File: src/rtl/riscv_pkg.sv
`default_nettype none
// ============================================================================
// Module : riscv_pkg
// Brief  : Shared RV32 encodings used by the EX-stage multiply/divide unit.
// Rev    : 1.0 - initial release
// ============================================================================
package riscv_pkg;

    localparam logic [6:0]  OPC_OP     = 7'b0110011;
    localparam logic [6:0]  F7_MULDIV  = 7'b0000001;
    localparam logic [31:0] NOP_INSTR  = 32'h0000_0013;

    // Values match the funct3 field of the M-extension instructions.
    typedef enum logic [2:0] {
        MUL    = 3'd0,
        MULH   = 3'd1,
        MULHSU = 3'd2,
        MULHU  = 3'd3,
        DIV    = 3'd4,
        DIVU   = 3'd5,
        REM    = 3'd6,
        REMU   = 3'd7
    } muldiv_op_e;

endpackage : riscv_pkg
`default_nettype wire

File: src/rtl/ex_muldiv_unit_if.sv
`default_nettype none
// ============================================================================
// Module : ex_muldiv_unit_if
// Brief  : EX-stage operand / result bundle between pipeline and mul/div unit.
// Rev    : 1.0 - initial release
// ============================================================================
interface ex_muldiv_unit_if #(
    parameter int XLEN = 32
);
    logic            flush;
    logic [XLEN-1:0] instr_ex;
    logic [XLEN-1:0] rs1_data_ex;
    logic [XLEN-1:0] rs2_data_ex;
    logic            is_muldiv_o;
    logic            stall_o;
    logic            done_o;
    logic [XLEN-1:0] result_o;

    modport master (
        output flush, instr_ex, rs1_data_ex, rs2_data_ex,
        input  is_muldiv_o, stall_o, done_o, result_o
    );

    modport slave (
        input  flush, instr_ex, rs1_data_ex, rs2_data_ex,
        output is_muldiv_o, stall_o, done_o, result_o
    );
endinterface : ex_muldiv_unit_if
`default_nettype wire

File: src/rtl/ex_muldiv_unit.sv
`default_nettype none
// ============================================================================
// Module : ex_muldiv_unit
// Brief  : Iterative RV32M multiply/divide, one bit per cycle, stalls upstream.
// Rev    : 1.0 - initial release
// ============================================================================
module ex_muldiv_unit #(
    parameter int XLEN = 32
) (
    input  logic              clk,
    input  logic              rst,
    ex_muldiv_unit_if.slave   bus
);
    import riscv_pkg::*;

    typedef enum logic [1:0] {
        S_IDLE = 2'd0,
        S_BUSY = 2'd1,
        S_DONE = 2'd2
    } state_e;

    localparam int              CNT_W  = $clog2(XLEN);
    localparam logic [XLEN-1:0] C_MIN  = {1'b1, {(XLEN-1){1'b0}}};
    localparam logic [XLEN-1:0] C_ONES = '1;

    function automatic logic [XLEN-1:0] f_neg_w(input logic [XLEN-1:0] v, input logic neg);
        return neg ? (~v + 1'b1) : v;
    endfunction

    function automatic logic [2*XLEN-1:0] f_neg_p(input logic [2*XLEN-1:0] v, input logic neg);
        return neg ? (~v + 1'b1) : v;
    endfunction

    state_e            r_state, w_next;
    logic [CNT_W-1:0]  r_cnt;
    muldiv_op_e        r_op;
    logic              r_neg_a, r_neg_b;
    logic [XLEN:0]     r_hi;
    logic [XLEN-1:0]   r_lo, r_b, r_result;
    logic              r_done;

    muldiv_op_e        w_op;
    logic              w_is_md, w_stall, w_last;
    logic              w_neg_a, w_neg_b, w_div0, w_ovf, w_special;
    logic [XLEN-1:0]   w_a, w_b, w_special_res;
    logic [XLEN:0]     w_sum, w_shift, w_hi_nx;
    logic [XLEN+1:0]   w_diff;
    logic [XLEN-1:0]   w_lo_nx, w_quo, w_rem, w_final;
    logic [2*XLEN-1:0] w_prod;
    logic              w_unused;

    // ---------------- decode ----------------
    assign w_op    = muldiv_op_e'(bus.instr_ex[14:12]);
    assign w_a     = bus.rs1_data_ex;
    assign w_b     = bus.rs2_data_ex;
    assign w_is_md = (bus.instr_ex[6:0] == OPC_OP) && (bus.instr_ex[31:25] == F7_MULDIV);
    assign w_neg_a = w_a[XLEN-1] && (w_op inside {MULH, MULHSU, DIV, REM});
    assign w_neg_b = w_b[XLEN-1] && (w_op inside {MULH, DIV, REM});
    assign w_div0  = bus.instr_ex[14] && (w_b == '0);
    assign w_ovf   = (w_op inside {DIV, REM}) && (w_a == C_MIN) && (w_b == C_ONES);
    assign w_special = w_div0 || w_ovf;
    // funct3[1] separates REM/REMU from DIV/DIVU.
    assign w_special_res = w_div0 ? (bus.instr_ex[13] ? w_a : C_ONES)
                                  : (bus.instr_ex[13] ? '0  : C_MIN);
    assign w_last  = (r_cnt == CNT_W'(XLEN-1));
    assign w_unused = ^{bus.instr_ex[24:15], bus.instr_ex[11:7], r_hi[XLEN]};

    // ---------------- one datapath step ----------------
    assign w_sum   = {1'b0, r_hi[XLEN-1:0]} + (r_lo[0] ? {1'b0, r_b} : '0);
    assign w_shift = {r_hi[XLEN-1:0], r_lo[XLEN-1]};
    assign w_diff  = {1'b0, w_shift} - {2'b00, r_b};

    always_comb begin
        w_hi_nx = r_hi;
        w_lo_nx = r_lo;
        if (r_op inside {DIV, DIVU, REM, REMU}) begin
            if (!w_diff[XLEN+1]) begin
                w_hi_nx = w_diff[XLEN:0];
                w_lo_nx = {r_lo[XLEN-2:0], 1'b1};
            end else begin
                w_hi_nx = w_shift;
                w_lo_nx = {r_lo[XLEN-2:0], 1'b0};
            end
        end else begin
            // {hi,lo} shifts right with the carry out of the partial sum.
            w_hi_nx = {1'b0, w_sum[XLEN:1]};
            w_lo_nx = {w_sum[0], r_lo[XLEN-1:1]};
        end
    end

    assign w_prod = f_neg_p({w_hi_nx[XLEN-1:0], w_lo_nx}, r_neg_a ^ r_neg_b);
    assign w_quo  = f_neg_w(w_lo_nx, r_neg_a ^ r_neg_b);
    assign w_rem  = f_neg_w(w_hi_nx[XLEN-1:0], r_neg_a);

    always_comb begin
        w_final = w_rem;
        case (r_op)
            MUL:                  w_final = w_prod[XLEN-1:0];
            MULH, MULHSU, MULHU:  w_final = w_prod[2*XLEN-1:XLEN];
            DIV, DIVU:            w_final = w_quo;
            default:              w_final = w_rem;
        endcase
    end

    // ---------------- FSM ----------------
    always_ff @(posedge clk or posedge rst) begin
        if (rst) r_state <= S_IDLE;
        else     r_state <= w_next;
    end

    always_comb begin
        w_next  = r_state;
        w_stall = 1'b0;
        case (r_state)
            S_IDLE: if (w_is_md && !bus.flush) begin
                w_stall = 1'b1;
                w_next  = w_special ? S_DONE : S_BUSY;
            end
            S_BUSY: begin
                w_stall = !bus.flush;
                if (w_last) w_next = S_DONE;
            end
            S_DONE:  w_next = S_IDLE;
            default: w_next = S_IDLE;
        endcase
        if (bus.flush) w_next = S_IDLE;
    end

    // ---------------- datapath registers ----------------
    always_ff @(posedge clk or posedge rst) begin
        if (rst) begin
            r_cnt    <= '0;
            r_op     <= MUL;
            r_neg_a  <= 1'b0;
            r_neg_b  <= 1'b0;
            r_hi     <= '0;
            r_lo     <= '0;
            r_b      <= '0;
            r_result <= '0;
            r_done   <= 1'b0;
        end else if (bus.flush) begin
            r_cnt  <= '0;
            r_done <= 1'b0;
        end else begin
            r_done <= 1'b0;
            case (r_state)
                S_IDLE: if (w_is_md) begin
                    r_op    <= w_op;
                    r_neg_a <= w_neg_a;
                    r_neg_b <= w_neg_b;
                    r_cnt   <= '0;
                    r_hi    <= '0;
                    // Multiplier (rs2) or dividend (rs1) is shifted out of lo; b is the other operand.
                    r_lo    <= bus.instr_ex[14] ? f_neg_w(w_a, w_neg_a) : f_neg_w(w_b, w_neg_b);
                    r_b     <= bus.instr_ex[14] ? f_neg_w(w_b, w_neg_b) : f_neg_w(w_a, w_neg_a);
                    if (w_special) begin
                        r_result <= w_special_res;
                        r_done   <= 1'b1;
                    end
                end
                S_BUSY: begin
                    r_hi  <= w_hi_nx;
                    r_lo  <= w_lo_nx;
                    r_cnt <= r_cnt + 1'b1;
                    if (w_last) begin
                        r_result <= w_final;
                        r_done   <= 1'b1;
                    end
                end
                default: ;
            endcase
        end
    end

    assign bus.is_muldiv_o = w_is_md;
    assign bus.stall_o     = w_stall;
    assign bus.done_o      = r_done;
    assign bus.result_o    = r_result;

endmodule : ex_muldiv_unit
`default_nettype wire

File: src/flat_wrapper.sv
// flat-port wrapper written by rule: the top's interface ports become plain ports
module ex_muldiv_unit_flat import riscv_pkg::*;
#(
    parameter int XLEN = 32
)
  (clk, rst, bus_flush, bus_instr_ex, bus_rs1_data_ex, bus_rs2_data_ex, bus_is_muldiv_o, bus_stall_o, bus_done_o, bus_result_o);
  ex_muldiv_unit_if #(.XLEN(XLEN)) bus_i ();
  input  logic clk;
  input  logic rst;
  input wire logic [$bits(bus_i.flush)-1:0] bus_flush;
  input wire logic [$bits(bus_i.instr_ex)-1:0] bus_instr_ex;
  input wire logic [$bits(bus_i.rs1_data_ex)-1:0] bus_rs1_data_ex;
  input wire logic [$bits(bus_i.rs2_data_ex)-1:0] bus_rs2_data_ex;
  output wire logic [$bits(bus_i.is_muldiv_o)-1:0] bus_is_muldiv_o;
  output wire logic [$bits(bus_i.stall_o)-1:0] bus_stall_o;
  output wire logic [$bits(bus_i.done_o)-1:0] bus_done_o;
  output wire logic [$bits(bus_i.result_o)-1:0] bus_result_o;
  assign bus_i.flush = bus_flush;
  assign bus_i.instr_ex = bus_instr_ex;
  assign bus_i.rs1_data_ex = bus_rs1_data_ex;
  assign bus_i.rs2_data_ex = bus_rs2_data_ex;
  assign bus_is_muldiv_o = bus_i.is_muldiv_o;
  assign bus_stall_o = bus_i.stall_o;
  assign bus_done_o = bus_i.done_o;
  assign bus_result_o = bus_i.result_o;
  ex_muldiv_unit #(.XLEN(XLEN)) u_core (.clk(clk), .rst(rst), .bus(bus_i));
endmodule
File: config.mk
export PLATFORM = sky130hd
export DESIGN_NAME = ex_muldiv_unit_flat
export DESIGN_NICKNAME = d
export VERILOG_FILES = /design/src/rtl/riscv_pkg.sv /design/src/rtl/ex_muldiv_unit_if.sv /design/src/rtl/ex_muldiv_unit.sv /design/src/flat_wrapper.sv
export SDC_FILE = /design/constraint.sdc
export NUM_CORES = 1
export LEC_CHECK = 0
export ABC_AREA = 1
export CAP_MARGIN = 40
export CELL_PAD_IN_SITES_DETAIL_PLACEMENT = 0
export CELL_PAD_IN_SITES_GLOBAL_PLACEMENT = 1
export CORE_MARGIN = 2
export CORE_UTILIZATION = 42
export CTS_CLUSTER_SIZE = 24
export DETAILED_ROUTE_END_ITERATION = 10
export GPL_TIMING_DRIVEN = 0
export PLACE_DENSITY = 0.91
export SLEW_MARGIN = 20
export SYNTH_ARGS = -nofsm -noshare
export SYNTH_HDL_FRONTEND = slang
export SYNTH_SLANG_ARGS = --single-unit
export TNS_END_PERCENT = 100
File: constraint.sdc
create_clock -name clk -period 5.8 [get_ports clk]
set_input_delay 0.87 -clock clk [delete_from_list [all_inputs] [get_ports clk]]
set_output_delay 0.87 -clock clk [all_outputs]
set_load 0.05 [all_outputs]
==> results of run 1 <==
per-layer routing:
| layer | GRT usage, % | share of wire (%) | wire length, um |
|---|---|---|---|
| met5 | 0 | 0 | 0 |
| met4 | 30.39 | 8.4 | 7512 |
| met3 | 8.100 | 9.1 | 8175 |
| met2 | 64.40 | 44 | 39450 |
| met1 | 48.70 | 38 | 34370 |
sequential cells by signal, indices dropped and copies added (netlist names):
signal,cells
u_core.bus.result_o,32
u_core.r_b,32
u_core.r_hi,32
u_core.r_lo,32
u_core.r_cnt,5
u_core.r_op,3
u_core.r_state,2
u_core.bus.done_o,1
u_core.r_neg_a,1
u_core.r_neg_b,1
final timing paths:
path	start	end	slack [ps]	cells past startpoint
min in group asynchronous	rst	u_core.r_cnt[0]	820	2
hold reg to reg	u_core.bus.result_o[23]	u_core.bus.result_o[23]	490	2
setup / recovery	bus_instr_ex[27]	bus_stall_o	90	7
hold / removal	u_core.bus.result_o[23]	u_core.bus.result_o[23]	490	2
setup reg to reg	u_core.r_b[4]	u_core.bus.result_o[10]	830	29
max in group asynchronous	rst	u_core.r_hi[18]	4140	3
repair_timing:
action,in CTS,in global routing
gates resized for setup,1,0
setup endpoints to repair,1,0
hold endpoints to repair,0,0
final cells by class:
cell class / count / area, um^2 / area share (%)
Buffer: 97 / 479.2 / 2.377
Clock buffer: 20 / 466.7 / 2.315
Clock inverter: 12 / 148.9 / 0.7386
Inverter: 453 / 1709 / 8.479
Multi-Input combinational cell: 2259 / 11890 / 59.00
Sequential cell: 141 / 3528 / 17.50
Tap cell: 532 / 665.6 / 3.302
Timing Repair Buffer: 125 / 1267 / 6.288
stage by stage:
stage               instances  power [mW]  utilization, %
floorplan                2950       2.399               -
global placement         3599       3.142           47.27
detailed placement       3603       3.151           47.44
CTS                      3635       4.315           48.94
global route             3639       4.579           49.04
finish                   3639       4.393           49.04
placed cells by master (no fill, tap or decap), types with 71 or more instances in the layout:
master and instances:
nand2_1 827, dfrtp_1 141, nor2_1 307, ha_1 71, xor2_1 84, a21oi_1 171, o21ai_0 157, nand3_1 234
inv_1 420, clkdlybuf4s50_1 117
logic make-up (layout without fill, tap and decap cells):
logic type / count (synthesis) / after routing / share of synthesized area [%]
multiplexers: 1 / 1 / 0.05689
AO/OA/AOI/OAI: 483 / 483 / 15.77
XOR/XNOR: 90 / 90 / 4.480
AND/OR/NAND/NOR: 1612 / 1612 / 41.97
adder cells (fa/ha/maj): 73 / 73 / 5.277
buffers and inverters: 550 / 707 / 12.39
flip-flops: 141 / 141 / 20.05
worst max-delay path, cell delays in order:
cell and delay [ps]:
clkdlybuf4s50_1 410, or4_1 550, nor4_2 390, nand3_1 520
nand2_1 410, buf_1 720, clkdlybuf4s50_1 950
power by group:
part	internal, mW	switching [mW]	total [mW]
Sequential	1.05	0.119	1.17
Clock	0.678	0.498	1.18
Combinational	0.587	1.46	2.05
==> impl_results.md, run 1 <==
* Number of global-route vias before repair at 20360
* Status: complete, no violations
* Via density at 5.831
* Minimum clock period at 5707 ps
* Hold_ws at 492.4 ps
* Total of max-cap violations at 0
* GRT Total Usage at 40.56%
* GPL Wtd Cong at 1.161
* Number of flops mapped to enable cells by yosys at 0
* DRC errors left at 0
* Fin worst setup slack at 93.50 ps
* # setup viols final at 0
* Setup TNS Final at 0 ps
* Port Buffer Count at 117
* CTS tree: built
* Ports at 134
* Inserted Diodes at 0
* Cells after synthesis at 2950
* Final hold viol count at 0
* Critical path class: in2out
* Cell Area, Synth at 0.01759 mm^2
* Routed len/inst at 24.60 um
* RSZ-0062 raised after global routing: no
* Area Overhead vs Synth at 14.57%
* Fill cells at 4483
* Total Wirelength at 89.51 mm
* Core region area at 0.04111 mm^2
* Die Wd at 208.7 um
* Crit end category: primary output
* Initial core utilization at 42.80%
* Worst min path class: reg2reg
* Worst IR Drop VDD at 0.2309 mV
* Cts hold-fix bufs at 0
* Syn_nets at 3122
* # Post-CTS Setup Buffers at 0
* Layout cells sized above 1 at 7.789%
* Clock latency on the worst-skew pair at 460 ps
* Pre-CTS setup slack at 267.5 ps
* Clock skew at 16.90 ps
* Post-placement cell area at 0.01950 mm^2
* Die footprint at 0.04355 mm^2
* Power Density at 217.9 mW/mm^2
* Via count at 21220
* DRT Pass-1 Iters at 6
* Die Y at 208.7 um
* Critical Path Start Type: input port
* Slew Viols, Final at 0
* Synth top cells by count: nand2_1 (827), inv_1 (421), nor2_1 (307)
* Yosys top cell area share at 20.05%
* Longest Clk Path Bufs at 2
* Arr. time, crit path at 4840 ps
* First-pass GRT wire length at 130.3 mm
* WP data required at 4930 ps
* Ys flop type: dfrtp_1
* Num CTS Buffers at 17
* Clk slew on worst S/H paths at 60 ps
* Cell row count at 74
* Final period utilization at 98.39%
* Hpwl dp at 74.82 mm
* Worst rel slew slack at 39.29%
* Num Clock Sinks at 141
* Number of routed nets with antenna violations at 0
* Final #Nets at 3266
* Seq/Total Area, Yosys at 20.05%
* Grt ovf at 0
* # H-tree levels at 4
* Initial antenna violation count at 0
* Least-Margin Pin Slew at 910.7 ps
* Leak pwr at 10.44 nW
* Synth async-reset ratio at 100.0%
* Dominant cell type by area after synthesis: dfrtp_1
* Clk root buf: clkbuf_16
* Yosys reg bits at 141
* Mean Syn Cell Area at 5.964 um^2
* Pin count of the biggest net entering global routing at 87
* Synth warn at 0
* Area contributors post-synth: dfrtp_1 (20%), nand2_1 (18%), inv_1 (9.0%)
* Max frequency at 175.2 MHz
* Post-route cell area at 0.02016 mm^2
* Crit path max fanout at 10
* Most common cell in the netlist: nand2_1
* DRT iter0 DRCs at 2332
* Cell variety after synth at 65
No activity file was read; power rests on OpenSTA's default activity.
==> run 2, diff against run 1 <==
--- a/config.mk
+++ b/config.mk
@@ -5,16 +5,15 @@
 export SDC_FILE = /design/constraint.sdc
 export NUM_CORES = 1
 export LEC_CHECK = 0
-export ABC_AREA = 1
 export CAP_MARGIN = 40
 export CELL_PAD_IN_SITES_DETAIL_PLACEMENT = 0
 export CELL_PAD_IN_SITES_GLOBAL_PLACEMENT = 1
 export CORE_MARGIN = 2
-export CORE_UTILIZATION = 42
+export CORE_UTILIZATION = 44
 export CTS_CLUSTER_SIZE = 24
 export DETAILED_ROUTE_END_ITERATION = 10
 export GPL_TIMING_DRIVEN = 0
-export PLACE_DENSITY = 0.91
+export PLACE_DENSITY_LB_ADDON = 0.15
 export SLEW_MARGIN = 20
 export SYNTH_ARGS = -nofsm -noshare
 export SYNTH_HDL_FRONTEND = slang
==> impl_results.md, run 2 <==
* Status: complete, no violations
* Routed len/inst at 27.10 um (+10%)
* Cell row count at 69 (-6.8%)
* Port Buffer Count at 116 (-0.85%)
* Initial antenna violation count at 1 (+1)
* Max frequency at 176.9 MHz (+0.93%)
* Most common cell in the netlist: nand2_1
* Most common cell on crit path: buf_2
* Initial core utilization at 44.67% (+1.9 points)
* Core region area at 0.03557 mm^2 (-13%)
* Via count at 18230 (-14%)
* Inserted Diodes at 0 (unchanged)
* Worst rel slew slack at 37.29% (-2.0 points)
* Yosys reg bits at 141 (unchanged)
* Number of routed nets with antenna violations at 0 (unchanged)
* Clk root buf: clkbuf_16
* Total of max-cap violations at 0 (unchanged)
* Clk slew on worst S/H paths at 70 ps (about the same)
* DRT iter0 DRCs at 2116 (-9.3%)
* Setup TNS Final at 0 ps (unchanged)
* Grt ovf at 0 (unchanged)
* Worst path cell trace: buf_2 -> clkbuf_1 -> buf_2 -> buf_2 -> buf_2 -> clkbuf_1 -> buf_2 -> nor3_1 -> a21oi_1 -> o31ai_1 -> xnor2_1 -> nor2_1 -> o21ai_0 -> o311ai_0
* CTS tree: built
* GRT Total Usage at 39.42% (-1.1 points)
* Yosys top cell area share at 22.21% (+2.2 points)
* Final #Nets at 2492 (-24%)
* Cts hold-fix bufs at 0 (unchanged)
* GPL Wtd Cong at 1.030 (-11%)
* Dominant cell type by area after synthesis: dfrtp_1
* Cell total after placement at 2745 (-24%)
* Longest Clk Path Bufs at 2 (unchanged)
* Commonest non-fill, non-tap cells in the layout: nand2_1 (226), nor2_1 (202), o21ai_0 (199)
* Worst IR Drop VDD at 0.2440 mV (+5.7%)
* Number of flops mapped to enable cells by yosys at 0 (unchanged)
* Least-Margin Pin Slew at 936.5 ps (+25.80 ps)
* Seq/Total Area, Yosys at 22.21% (+2.2 points)
* Mean Syn Cell Area at 7.366 um^2 (+23%)
* Core Util, Final at 52.46% (+3.4 points)
* Synth warn at 0 (unchanged)
* Num CTS Buffers at 17 (unchanged)
* Ports at 134 (unchanged)
* Die footprint at 0.03764 mm^2 (-14%)
* Critical path buffer and inverter count at 7 (+4)
* Syn_nets at 2329 (-25%)
* Slew Viols, Final at 0 (unchanged)
* Total Wirelength at 75.71 mm (-15%)
* CP max-delay cell: clkbuf_1
* Ys flop type: dfrtp_1
* Via density at 6.523 (+12%)
* Cell Area, Synth at 0.01589 mm^2 (-9.7%)
* Critical Path Start Type: register
* Fin worst setup slack at 145.8 ps (+52.35 ps)
* Number of global-route vias before repair at 17280 (-15%)
* Commonest non-fill, non-tap cell in the layout: nand2_1
* Clock latency on the worst-skew pair at 470 ps (about the same)
* Final period utilization at 97.49% (-0.90 points)
* Clock skew at 14.28 ps (-2.615 ps)
* WP data required at 6100 ps (+1170 ps)
* Crit end category: register
* DRC errors left at 0 (unchanged)
* Num Clock Sinks at 141 (unchanged)
* Arr. time, crit path at 5960 ps (+1120 ps)
* Synth async-reset ratio at 100.0% (unchanged)
* # setup viols final at 0 (unchanged)
* Cell variety after synth at 101 (+55%)
* Area Overhead vs Synth at 17.44%
* Critical path class: reg2reg
* # H-tree levels at 4 (unchanged)
* Worst min path class: reg2reg
* Hpwl dp at 61.43 mm (-18%)
* Pin count of the biggest net entering global routing at 75 (-14%)
* CP peak stage delay at 650 ps (-300 ps)
* Synth top cells by count: nand2_1 (227), nor2_1 (204), a21oi_1 (202), o21ai_0 (202), dfrtp_1 (141)
* Die Y at 194.0 um (-7.0%)
* Crit-path leading delay family: buffers and inverters
* DRT Pass-1 Iters at 8 (+2)
* Non-Filler Instances at 2794 (-23%)
* Pre-CTS setup slack at -941.3 ps (-1209 ps)
* Die Wd at 194.0 um (-7.0%)
* Crit path max fanout at 19 (+9)
* First-pass GRT wire length at 111.6 mm (-14%)
* Power Density at 191.7 mW/mm^2 (-12%)
* Cells after synthesis at 2157 (-27%)
* Fill cells at 3569 (-20%)
* Layout cells sized above 1 at 7.758% (-0.031 points)
* Final hold viol count at 0 (unchanged)
* Leak pwr at 7.300 nW (-30%)
* Area contributors post-synth: dfrtp_1 (22%), a21oi_1 (6.4%), o21ai_0 (6.4%)
* Minimum clock period at 5654 ps (-52.35 ps)
==> run 2: cell types whose count changed in the layout (fill, tap and decap cells not counted), moves of 34 or more <==
cell      change
nand3_1     -197
mux2i_1      +37
inv_1       -345
nor2_1      -105
and2_1       +44
nand2_1     -601
clkbuf_1     +46
xnor2_1      +92
o21ai_0      +42
nor3_1       +34
==> run 2: final timing paths <==
check / from / end / slack (ps) / cells past startpoint
hold / removal: u_core.bus.result_o[4] / u_core.bus.result_o[4] / 480 / 2
setup reg to reg: u_core.r_op[2] / u_core.bus.result_o[13] / 150 / 14
min in group asynchronous: rst / u_core.r_b[8] / 870 / 2
hold reg to reg: u_core.bus.result_o[4] / u_core.bus.result_o[4] / 480 / 2
max in group asynchronous: rst / u_core.bus.result_o[30] / 4140 / 3
setup / recovery: u_core.r_op[2] / u_core.bus.result_o[13] / 150 / 14
==> run 2: power by group <==
group          leakage (nW)  switching (mW)  internal (mW)  total [mW]
clock network         0.283           0.559          0.613        1.17
registers              1.86          0.0802           1.03        1.11
logic                  5.15           0.841          0.453        1.29
total                  7.30            1.48           2.10        3.58
==> run 2: final cells by class <==
| cell class | instances | area, um^2 | share of cell area [%] |
|---|---|---|---|
| tap | 461 | 576.8 | 3.091 |
| sequential | 141 | 3537 | 18.96 |
| timing repair buffer | 145 | 1383 | 7.410 |
| clock buffer | 17 | 425.4 | 2.280 |
| inverter | 76 | 292.8 | 1.569 |
| clock inverter | 15 | 171.4 | 0.9187 |
| buffer | 134 | 565.5 | 3.031 |
| multi-input combinational | 1805 | 11710 | 62.74 |
==> run 2: kinds of logic after synthesis <==
group,after synthesis,synth area share (%)
simple gates,769,23.62
compound gates,737,30.17
buf+inv,211,5.308
xor+xnor,182,10.03
flops,141,22.21
fa+ha+maj,73,5.843
mux,44,2.819
==> run 2: per-layer routing <==
layer / global-route usage [%] / wire length (um) / vias up
met5: 0 / 13 / -
met4: 22.73 / 4934 / 2
met3: 7.393 / 7056 / 224
met2: 61.14 / 33040 / 1060
met1: 51.38 / 30670 / 8695
li1: - / - / 8244
==> run 2: what timing repair did <==
item | 4_1_cts | 5_1_grt
resized for setup | 13 | 36
pin swaps | 3 | 9
setup buffers | 5 | 11
endpoints found under the setup margin | 22 | 20
cloned | 0 | 0
hold endpoints to repair | 0 | 0
==> run 2: worst reg2reg max path, delay by kind of cell (launching register included) <==
family                    cells  cell delay (ps)
AOI/OAI and AO/OA             4              970
xor gates and xnor gates      1              420
buffers and inverters         7             3330
DFF                           1              550
and+or+nand+nor               2              230
==> run 2: metrics by stage <==
step | instance area (um^2) | total power [mW] | hold WS [ps]
6_report | 18660 | 3.577 | 482.8
5_1_grt | 18660 | 3.692 | 509.9
4_1_cts | 18440 | 3.500 | 486.4
3_5_place_dp | 17750 | 2.337 | 469.6
3_3_place_gp | 17630 | 2.325 | 471.2
2_1_floorplan | 15890 | 1.873 | 463.2
